### src/rtl/msi_cpu_cache_controller.sv
// CPU-side controller for one direct-mapped MSI snoopy cache: serves hits in place and
// runs victim write-back, line fill and invalidate transactions on the shared bus.
module msi_cpu_cache_controller #(
  parameter int ADDRESS_WIDTH = 16,
  parameter int DATA_WIDTH    = 16,
  parameter int TAG_WIDTH     = 8,
  parameter int INDEX_WIDTH   = 6,
  parameter int OFFSET_WIDTH  = 2
) (
  input  logic                     clk_i,
  input  logic                     rst_ni,
  input  logic [ADDRESS_WIDTH-1:0] cpu_address_i,
  input  logic [DATA_WIDTH-1:0]    cpu_data_in_i,
  input  logic                     cpu_read_i,
  input  logic                     cpu_write_i,
  output logic [DATA_WIDTH-1:0]    cpu_data_out_o,
  output logic                     cpu_function_complete_o,
  output logic [TAG_WIDTH-1:0]     cache_tag_in_o,
  output logic [INDEX_WIDTH-1:0]   cache_index_o,
  output logic [OFFSET_WIDTH-1:0]  cache_offset_o,
  output logic [DATA_WIDTH-1:0]    cache_data_in_o,
  output logic [1:0]               cache_state_in_o,
  output logic                     cache_write_tag_o,
  output logic                     cache_write_state_o,
  output logic                     cache_write_data_o,
  input  logic                     cache_hit_i,
  input  logic [TAG_WIDTH-1:0]     cache_tag_out_i,
  input  logic [1:0]               cache_state_out_i,
  input  logic [DATA_WIDTH-1:0]    cache_data_out_i,
  output logic                     bus_request_o,
  input  logic                     bus_grant_i,
  output logic [ADDRESS_WIDTH-1:0] bus_address_o,
  output logic [DATA_WIDTH-1:0]    bus_data_out_o,
  input  logic [DATA_WIDTH-1:0]    bus_data_in_i,
  output logic                     bus_read_o,
  output logic                     bus_read_exclusive_o,
  output logic                     bus_invalidate_o,
  output logic                     bus_write_o,
  input  logic                     bus_function_complete_i
);

  typedef enum logic [1:0] {
    LINE_INVALID  = 2'b00,
    LINE_SHARED   = 2'b01,
    LINE_MODIFIED = 2'b10
  } line_state_e;

  typedef enum logic [2:0] {
    S_IDLE,
    S_WAIT_GRANT,
    S_WRITEBACK,
    S_FILL,
    S_INVALIDATE
  } ctrl_state_e;

  ctrl_state_e              state_q, state_d;
  logic [OFFSET_WIDTH-1:0]  cnt_q, cnt_d;
  logic                     bus_req_q;

  logic [TAG_WIDTH-1:0]     cpu_tag;
  logic [INDEX_WIDTH-1:0]   cpu_index;
  logic [OFFSET_WIDTH-1:0]  cpu_offset;
  logic                     req;
  logic                     is_write;
  logic                     line_modified;
  logic                     line_shared;
  logic                     last_word;
  logic                     ack;

  assign cpu_tag       = cpu_address_i[ADDRESS_WIDTH-1 -: TAG_WIDTH];
  assign cpu_index     = cpu_address_i[OFFSET_WIDTH +: INDEX_WIDTH];
  assign cpu_offset    = cpu_address_i[OFFSET_WIDTH-1:0];
  assign req           = cpu_read_i | cpu_write_i;
  // Both strobes high is treated as a read.
  assign is_write      = cpu_write_i & ~cpu_read_i;
  assign line_modified = (cache_state_out_i == LINE_MODIFIED);
  assign line_shared   = (cache_state_out_i == LINE_SHARED);
  assign last_word     = (cnt_q == '1);
  assign ack           = bus_grant_i & bus_function_complete_i;

  assign cache_tag_in_o = cpu_tag;
  assign cache_index_o  = cpu_index;
  assign cpu_data_out_o = cache_data_out_i;
  assign bus_data_out_o = cache_data_out_i;
  assign bus_request_o  = bus_req_q;

  always_comb begin
    state_d                 = state_q;
    cnt_d                   = cnt_q;
    cpu_function_complete_o = 1'b0;
    cache_offset_o          = cnt_q;
    cache_data_in_o         = cpu_data_in_i;
    cache_state_in_o        = LINE_INVALID;
    cache_write_tag_o       = 1'b0;
    cache_write_state_o     = 1'b0;
    cache_write_data_o      = 1'b0;
    bus_address_o           = {cpu_tag, cpu_index, cnt_q};
    bus_read_o              = 1'b0;
    bus_read_exclusive_o    = 1'b0;
    bus_invalidate_o        = 1'b0;
    bus_write_o             = 1'b0;

    unique case (state_q)
      S_IDLE: begin
        cache_offset_o = cpu_offset;
        if (req) begin
          if (cache_hit_i && !is_write) begin
            cpu_function_complete_o = 1'b1;
          end else if (cache_hit_i && line_modified) begin
            cache_write_data_o      = 1'b1;
            cpu_function_complete_o = 1'b1;
          end else begin
            state_d = S_WAIT_GRANT;
            cnt_d   = '0;
          end
        end
      end

      // The line is re-examined after grant since a snoop may have changed it meanwhile.
      S_WAIT_GRANT: begin
        if (!req) begin
          state_d = S_IDLE;
        end else if (bus_grant_i) begin
          if (cache_hit_i) begin
            state_d = (is_write && line_shared) ? S_INVALIDATE : S_IDLE;
          end else if (line_modified) begin
            state_d = S_WRITEBACK;
          end else begin
            state_d = S_FILL;
          end
        end
      end

      S_WRITEBACK: begin
        bus_address_o = {cache_tag_out_i, cpu_index, cnt_q};
        bus_write_o   = bus_grant_i;
        if (ack) begin
          cnt_d = cnt_q + 1'b1;
          if (last_word) begin
            state_d = S_FILL;
          end
        end
      end

      S_FILL: begin
        bus_read_o           = bus_grant_i & ~is_write;
        bus_read_exclusive_o = bus_grant_i & is_write;
        cache_data_in_o      = bus_data_in_i;
        if (ack) begin
          cache_write_data_o = 1'b1;
          cnt_d              = cnt_q + 1'b1;
          if (last_word) begin
            cache_write_tag_o   = 1'b1;
            cache_write_state_o = 1'b1;
            cache_state_in_o    = is_write ? LINE_MODIFIED : LINE_SHARED;
            state_d             = S_IDLE;
          end
        end
      end

      S_INVALIDATE: begin
        bus_address_o    = {cpu_tag, cpu_index, {OFFSET_WIDTH{1'b0}}};
        bus_invalidate_o = bus_grant_i;
        if (ack) begin
          cache_write_state_o = 1'b1;
          cache_state_in_o    = LINE_MODIFIED;
          state_d             = S_IDLE;
        end
      end

      default: state_d = S_IDLE;
    endcase

    // While reset is held no strobe may reach the cache or the bus.
    if (!rst_ni) begin
      cpu_function_complete_o = 1'b0;
      cache_write_tag_o       = 1'b0;
      cache_write_state_o     = 1'b0;
      cache_write_data_o      = 1'b0;
      bus_read_o              = 1'b0;
      bus_read_exclusive_o    = 1'b0;
      bus_invalidate_o        = 1'b0;
      bus_write_o             = 1'b0;
    end
  end

  always_ff @(posedge clk_i or negedge rst_ni) begin
    if (!rst_ni) begin
      state_q   <= S_IDLE;
      cnt_q     <= '0;
      bus_req_q <= 1'b0;
    end else begin
      state_q   <= state_d;
      cnt_q     <= cnt_d;
      bus_req_q <= (state_d != S_IDLE);
    end
  end

endmodule

### config.mk
export PLATFORM = sky130hd
export DESIGN_NAME = msi_cpu_cache_controller
export DESIGN_NICKNAME = d
export VERILOG_FILES = /design/src/rtl/msi_cpu_cache_controller.sv
export SDC_FILE = /design/constraint.sdc
export NUM_CORES = 1
export LEC_CHECK = 0
export CAP_MARGIN = 0
export CORE_MARGIN = 2
export CORE_UTILIZATION = 22
export CTS_BUF_LIST = sky130_fd_sc_hd__clkbuf_4 sky130_fd_sc_hd__clkbuf_8
export DETAILED_ROUTE_END_ITERATION = 6
export GPL_TIMING_DRIVEN = 0
export PLACE_DENSITY = 0.79
export SETUP_SLACK_MARGIN = 0.02
export SLEW_MARGIN = 0
export SYNTH_ARGS = -nofsm -noshare
export SYNTH_HDL_FRONTEND = slang
export SYNTH_SLANG_ARGS = --single-unit
### constraint.sdc
create_clock -name clk_i -period 1.66 [get_ports clk_i]
set_clock_uncertainty 0.2 [all_clocks]
set_input_delay 0.166 -clock clk_i [delete_from_list [all_inputs] [get_ports clk_i]]
set_output_delay 0.166 -clock clk_i [all_outputs]
set_load 0.05 [all_outputs]
==> metrics.txt, run 1 <==
synthesized-area fraction occupied by ao, oa, aoi and oai cells=0.0739; post-route minimum period=2.01 ns; cell-by-cell listing of the critical path=and2b_2 > nand2_4 > buf_12 > mux2_4 > buf_6; number of antenna-violating nets in the routed design=0; clock slew at the register clock pins of the worst setup and hold paths=0.04 ns; Slowest cell on crit path=dfrtp_2; share of layout cells above drive strength 1=0.580; main area contributors after synthesis=buf_4, mux2_1, dfrtp_1, mux2_2, nor3_1; capturing element type of the critical path=output port; Num CTS Buffers=3; share of synthesized area spent on multiplexers=0.247; Ant. Diodes=0; Worst VDD drop=1480 uV; worst slack, placed=-1.28 ns; row cnt=26; critical path startpoint category=register; number of standard cells in the layout, taps in and fillers out=394; upper clock frequency limit=roughly 500 MHz; area overhead of the layout relative to synthesis=201%; simple logic cell fraction of the synthesized area=0.171; aggregate global routing overflow=0; kind of path behind the tightest hold check=in2reg; vias per std cell=4.39; wire length of the first global-routing pass=between 9000 and 10,000 um; instance count of the mapped netlist=144; mean post-synth cell area=8.23 um^2; multi-input gate area in the final layout=926 um^2; CTS tree=yes; DIE HEIGHT=77.4 um; maximum capacitance violations=0; data required time of the critical path=1.29 ns; TritonRoute pass-1 iters=4; share of flip-flops with an asynchronous set or reset=1.00; Yosys warning total=0; final critical-path setup slack=-0.345 ns; sequential standard cell area=between 150 and 200 um^2; number of pins exceeding their max-slew limit in the final report=0; top-area cell type share of the netlist area=0.342; number of storage elements in the synthesis netlist=6; routed via count=1,731; Die Area=0.00599 mm^2; total wirelength of the detailed-routed design=6280 um; fill count=387; gr usage total=0.189; H-tree lvl count=1; most repeated cell in the gate-level netlist after synthesis=buf_4; dominant synthesized flop cell=dfrtp_1; maximum number of pins on one net before global-route repair=11; sequential element share of the synthesized area=0.127; final RePlAce weighted congestion=0.781; TritonCTS Sinks=6; actual transition at the worst max-transition pin=0.500 ns; count of endpoints failing setup in the final report=42; largest incremental delay on the critical path=0.43 ns; chip width=slightly below 80 um; outcome=finished, violations left; core outline area=0.00514 mm^2; violations in the final reports=negative setup slack; number of antenna violations at the first check in global routing=0; dominant combinational cell family by area after synthesis=buffers and inverters; Pwr per Cell Area=about 1400 mW/mm^2; Post-Synth Adder-Cell Area=0.0106; post-synthesis instance area=around 0.0012 mm^2; leakage power total=1.62 nW; library cells used by synthesis=31; synthesized-area fraction occupied by xor and xnor cells=0.00739; final hold vios=0; DRC=0; synthesized netlist net count=~230; category of the most critical setup path=reg2out; RSZ-0062 raised after global routing=yes; Slew Limit Headroom=0.666; leading cell types by count after synthesis=buf_4, mux2_1, mux2_2; WP data arrival=1.64 ns; Final #Nets=408; clk_lat worst skew=0.22 ns; Max clock buf depth=2; detailed-route wire length per cell=15.9 um; IO Port Bufs=148; number of top-level design ports=between 150 and 200; dpl hpwl=4260 um; post-route fraction of the period consumed by the critical path=1.21; number of flops mapped to enable cells by yosys=0; root cell of the clock tree=clkbuf_8; number of global-route vias before repair=1,868; Post-Route Utilization=0.693; CP max FO=10; Starting Density=0.231; drt first-iter violations=88; placed cell count=362; Yosys top cell by area=buf_4
final timing paths:
| kind | slack (ns) | startpoint | end | depth (start not counted) |
|---|---|---|---|---|
| max | -0.35 | state_q[1] | cache_data_in_o[10] | 5 |
| min | 0.12 | bus_grant_i | state_q[2] | 3 |
| max reg2reg | -0.12 | state_q[0] | bus_request_o | 6 |
| min reg2reg | 0.47 | cnt_q[1] | cnt_q[1] | 2 |
| max in group asynchronous | 0.52 | rst_ni | state_q[2] | 2 |
| min in group asynchronous | 0.49 | rst_ni | cnt_q[0] | 2 |
layout make-up:
class,count,share of cell area
buffer,56,0.125
sequential,6,0.0429
inverter,4,0.00422
timing repair buffer,177,0.532
multi-input combinational,78,0.260
clock buffer,3,0.0116
tap,70,0.0246
layout by cell type, fill, tap and decap left out, types with 2 or more instances in the layout:
master / synthesis / final
clkbuf_2: 0 / 4
nor2_4: 0 / 4
mux2_4: 0 / 26
clkdlybuf4s50_1: 0 / 100
and2_4: 0 / 3
buf_4: 54 / 63
o21ai_0: 4 / 2
nand3_2: 0 / 2
buf_6: 0 / 34
nor3_4: 0 / 6
nand2_1: 7 / 4
clkdlybuf4s15_1: 0 / 5
nand4_1: 3 / 3
a21oi_1: 3 / 2
dfrtp_1: 6 / 4
clkbuf_8: 0 / 3
buf_8: 0 / 20
dfrtp_2: 0 / 2
buf_12: 0 / 3
inv_1: 4 / 4
per-stage QoR:
stage          hold slack [ns]  TNS (ns)  power (mW)  instance area [um^2]
2_1_floorplan           -0.330     -2.06        2.47                  1320
3_3_place_gp             0.284    -33.65        3.37                  2890
3_5_place_dp             0.303    -34.82        3.39                  2890
4_1_cts                  0.106     -9.93        4.63                  3400
5_1_grt                  0.142    -12.28        5.15                  3560
6_report                 0.119    -10.54        4.97                  3560
state kept, by name (all words and copies together) (netlist names):
register and flops:
bus_request_o 1, cnt_q 2, state_q 3
cell families (layout without fill, tap and decap cells):
kind of cell	Yosys count	count (layout)
AO/OA/AOI/OAI	13	13
XOR/XNOR	1	1
adder cells (fa/ha/maj)	1	1
buffers and inverters	60	240
flip-flops	6	6
multiplexers	26	26
AND/OR/NAND/NOR	37	37
critical path, delay by kind of cell, from the launching register on:
family	cells	cell delay (ns)
DFF	1	0.43
muxes	1	0.31
and+or+nand+nor	2	0.37
buffers and inverters	2	0.31
where the power goes:
group	leakage, nW	switching, mW	internal (mW)
Clock	0.0216	0.0567	0.155
Combinational	1.53	2.29	2.17
Sequential	0.0697	0.0769	0.209
routing by layer:
layer / part of all wire / vias to the layer above / wire length, um / track usage
met1: 0.36 / 812 / 2260 / 0.204
met3: 0.076 / 8 / 476 / 0.0453
met2: 0.55 / 102 / 3480 / 0.370
li1: - / 809 / - / -
met5: 0 / - / 0 / 0
met4: 0.011 / 0 / 66 / 0.0357
repair_timing:
| item | CTS | global route |
|---|---|---|
| pin swaps | 6 | 7 |
| hold buffers | 1 | 0 |
| resized for setup | 344 | 33 |
| setup buffers | 19 | 9 |
| gates cloned | 1 | 0 |
| hold endpoints to repair | 6 | 0 |
| setup endpoints to repair | 52 | 50 |
No activity file was read; power rests on OpenSTA's default activity.
==> run 2: changes to the inputs <==
--- a/config.mk
+++ b/config.mk
@@ -6,12 +6,14 @@
 export NUM_CORES = 1
 export LEC_CHECK = 0
 export CAP_MARGIN = 0
-export CORE_MARGIN = 2
+export CORE_MARGIN = 5
 export CORE_UTILIZATION = 22
 export CTS_BUF_LIST = sky130_fd_sc_hd__clkbuf_4 sky130_fd_sc_hd__clkbuf_8
+export CTS_CLUSTER_DIAMETER = 40
 export DETAILED_ROUTE_END_ITERATION = 6
 export GPL_TIMING_DRIVEN = 0
 export PLACE_DENSITY = 0.79
+export RECOVER_POWER = 25
 export SETUP_SLACK_MARGIN = 0.02
 export SLEW_MARGIN = 0
 export SYNTH_ARGS = -nofsm -noshare
==> metrics.txt, run 2 (synthesis results as in run 1) <==
post-route fraction of the period consumed by the critical path=1.21 (about the same); number of global-route vias before repair=1,776 (was 1,868); Max clock buf depth=2 (unchanged); area overhead of the layout relative to synthesis=200% (was 201%); fill count=382 (was 387); flip-flop count of the largest register after layout=3 (unchanged); Pwr per Cell Area=1410 mW/mm^2 (was 1390 mW/mm^2); share of layout cells above drive strength 1=0.588 (was 0.580); TritonCTS Sinks=6 (unchanged); total wirelength of the detailed-routed design=6590 um (was 6280 um); met2 GRT Util=0.323 (was 0.370); leading cell types in the layout, fill and taps excluded=clkdlybuf4s50_1, buf_4, buf_6, mux2_4, buf_8 (unchanged); RSZ-0062 raised after global routing=yes (unchanged); clk_lat worst skew=0.22 ns (about the same); number of antenna-violating nets in the routed design=0 (unchanged); Ant. Diodes=0 (unchanged); final RePlAce weighted congestion=0.759 (was 0.781); final critical-path setup slack=-0.348 ns (was -0.345 ns); chip width=83.4 um (was 77.4 um); data required time of the critical path=1.29 ns (about the same); sequential standard cell area=153 um^2 (unchanged); core outline area=0.00517 mm^2 (was 0.00514 mm^2); critical path startpoint category=register (unchanged); Worst VDD drop=852 uV (was 1480 uV); power share of the clock group=0.042 (was 0.043); CTS tree=yes (unchanged); most common library cell in the layout ignoring fill and taps=clkdlybuf4s50_1 (unchanged); drt first-iter violations=61 (was 88); switching part of the total power=0.486 (was 0.489); aggregate global routing overflow=0 (unchanged); final hold vios=0 (unchanged); power share of the sequential group=0.051 (was 0.058); detailed-route wire length per cell=16.7 um (was 15.9 um); row cnt=26 (unchanged); WP data arrival=1.64 ns (about the same); combinational power share=0.906 (was 0.900); IO Port Bufs=148 (unchanged); root cell of the clock tree=clkbuf_8 (unchanged); multi-input gate area in the final layout=937 um^2 (was 926 um^2); capturing element type of the critical path=output port (unchanged); upper clock frequency limit=498 MHz (was 499 MHz); DIE HEIGHT=83.4 um (was 77.4 um); kind of path behind the tightest hold check=in2reg (unchanged); most utilized layer in the global route result=met2 (unchanged); wire length of the first global-routing pass=9490 um (was 9160 um); overall power of the completed layout=5.01 mW (was 4.97 mW); Final #Nets=409 (was 408); register with the highest flop count=state_q (unchanged); violations in the final reports=negative setup slack (unchanged); dpl hpwl=4760 um (was 4260 um); number of top-level design ports=172 (unchanged); Starting Density=0.229 (was 0.231); maximum capacitance violations=0 (unchanged); post-route minimum period=2.01 ns (about the same); Hold Worst Slack=0.150 ns (was 0.119 ns); TritonRoute pass-1 iters=4 (unchanged); clock slew at the register clock pins of the worst setup and hold paths=0.03 ns (was 0.04 ns); gr usage total=0.165 (was 0.189); Internal=2.58 mW (was 2.54 mW); category of the most critical setup path=reg2out (unchanged); maximum number of pins on one net before global-route repair=11 (unchanged); net load switching power=2.43 mW (about the same); routed via count=1,708 (was 1,731); vias per std cell=4.32 (was 4.39); actual transition at the worst max-transition pin=0.521 ns (was 0.500 ns); outcome=finished, violations left (unchanged); Die Area=0.00695 mm^2 (was 0.00599 mm^2); number of pins exceeding their max-slew limit in the final report=0 (unchanged); Slew Limit Headroom=0.652 (was 0.666); met3 demand-to-capacity share in global routing=0.0525 (was 0.0453); leakage power total=1.64 nW (was 1.62 nW); CP max FO=5 (was 10); count of endpoints failing setup in the final report=43 (was 42); met1 Usage GRT=0.170 (was 0.204); Num CTS Buffers=3 (unchanged); H-tree lvl count=1 (unchanged); number of antenna violations at the first check in global routing=0 (unchanged); DRC=0 (unchanged)
## run 2: cell count changes in the layout (fill, tap and decap cells not counted), moves of 2 or more
cell,before,now
buf_12,3,1
buf_4,63,68
buf_6,34,30
clkbuf_2,4,6
clkdlybuf4s15_1,5,2
clkdlybuf4s50_1,100,91
dlygate4sd3_1,1,10
## run 2: power by group through the flow
stage	Combinational [mW]	Sequential, mW	Clock (mW)
global placement	3.14	0.261	0
CTS	4.07	0.253	0.221
detailed placement	3.15	0.261	0
finish	4.54	0.258	0.211
floorplan	2.18	0.291	0
global route	4.71	0.265	0.226
## run 2: critical path: stages (launching register included)
cell and delay (ns):
dfrtp_2 0.43, and2b_2 0.26, nand2_4 0.12, buf_8 0.16, mux2_4 0.31, buf_8 0.15
## run 2: cell type report
| type | count | share of cell area |
|---|---|---|
| Buffer | 56 | 0.124 |
| Clock buffer | 3 | 0.0116 |
| Inverter | 4 | 0.00423 |
| Multi-Input combinational cell | 78 | 0.264 |
| Sequential cell | 6 | 0.0430 |
| Tap cell | 70 | 0.0246 |
| Timing Repair Buffer | 178 | 0.529 |
## run 2: final timing paths
check / depth (start not counted) / endpoint / slack [ns] / startpoint
max: 5 / cache_data_in_o[7] / -0.35 / state_q[2]
min: 3 / state_q[2] / 0.15 / bus_grant_i
max in group asynchronous: 2 / state_q[2] / 0.54 / rst_ni
min in group asynchronous: 2 / cnt_q[0] / 0.49 / rst_ni
min reg2reg: 2 / cnt_q[1] / 0.42 / cnt_q[1]
max reg2reg: 6 / state_q[0] / -0.16 / state_q[2]
## run 2: routing by layer
layer  wire length (um)  vias up
li1                   -      810
met1               2290      786
met2               3640      104
met3                567        8
met4                 93        0
met5                  0        -
## run 2: through the flow
stage	setup TNS, ns	setup slack, ns	utilization	cells	instance area (um^2)
floorplan	-2.06	-0.117	-	144	1320
global placement	-34.48	-1.24	0.559	362	2890
detailed placement	-34.95	-1.21	0.559	362	2890
CTS	-10.52	-0.348	0.650	382	3360
global route	-13.03	-0.379	0.687	395	3550
finish	-11.44	-0.348	0.687	395	3550
## run 2: what timing repair did
action	in CTS	in global routing
buffers inserted	15	12
gates cloned	1	1
hold endpoints to repair	6	0
hold buffers	1	0
gates resized for setup	347	30
pin swaps	6	11
endpoints found under the setup margin	52	48
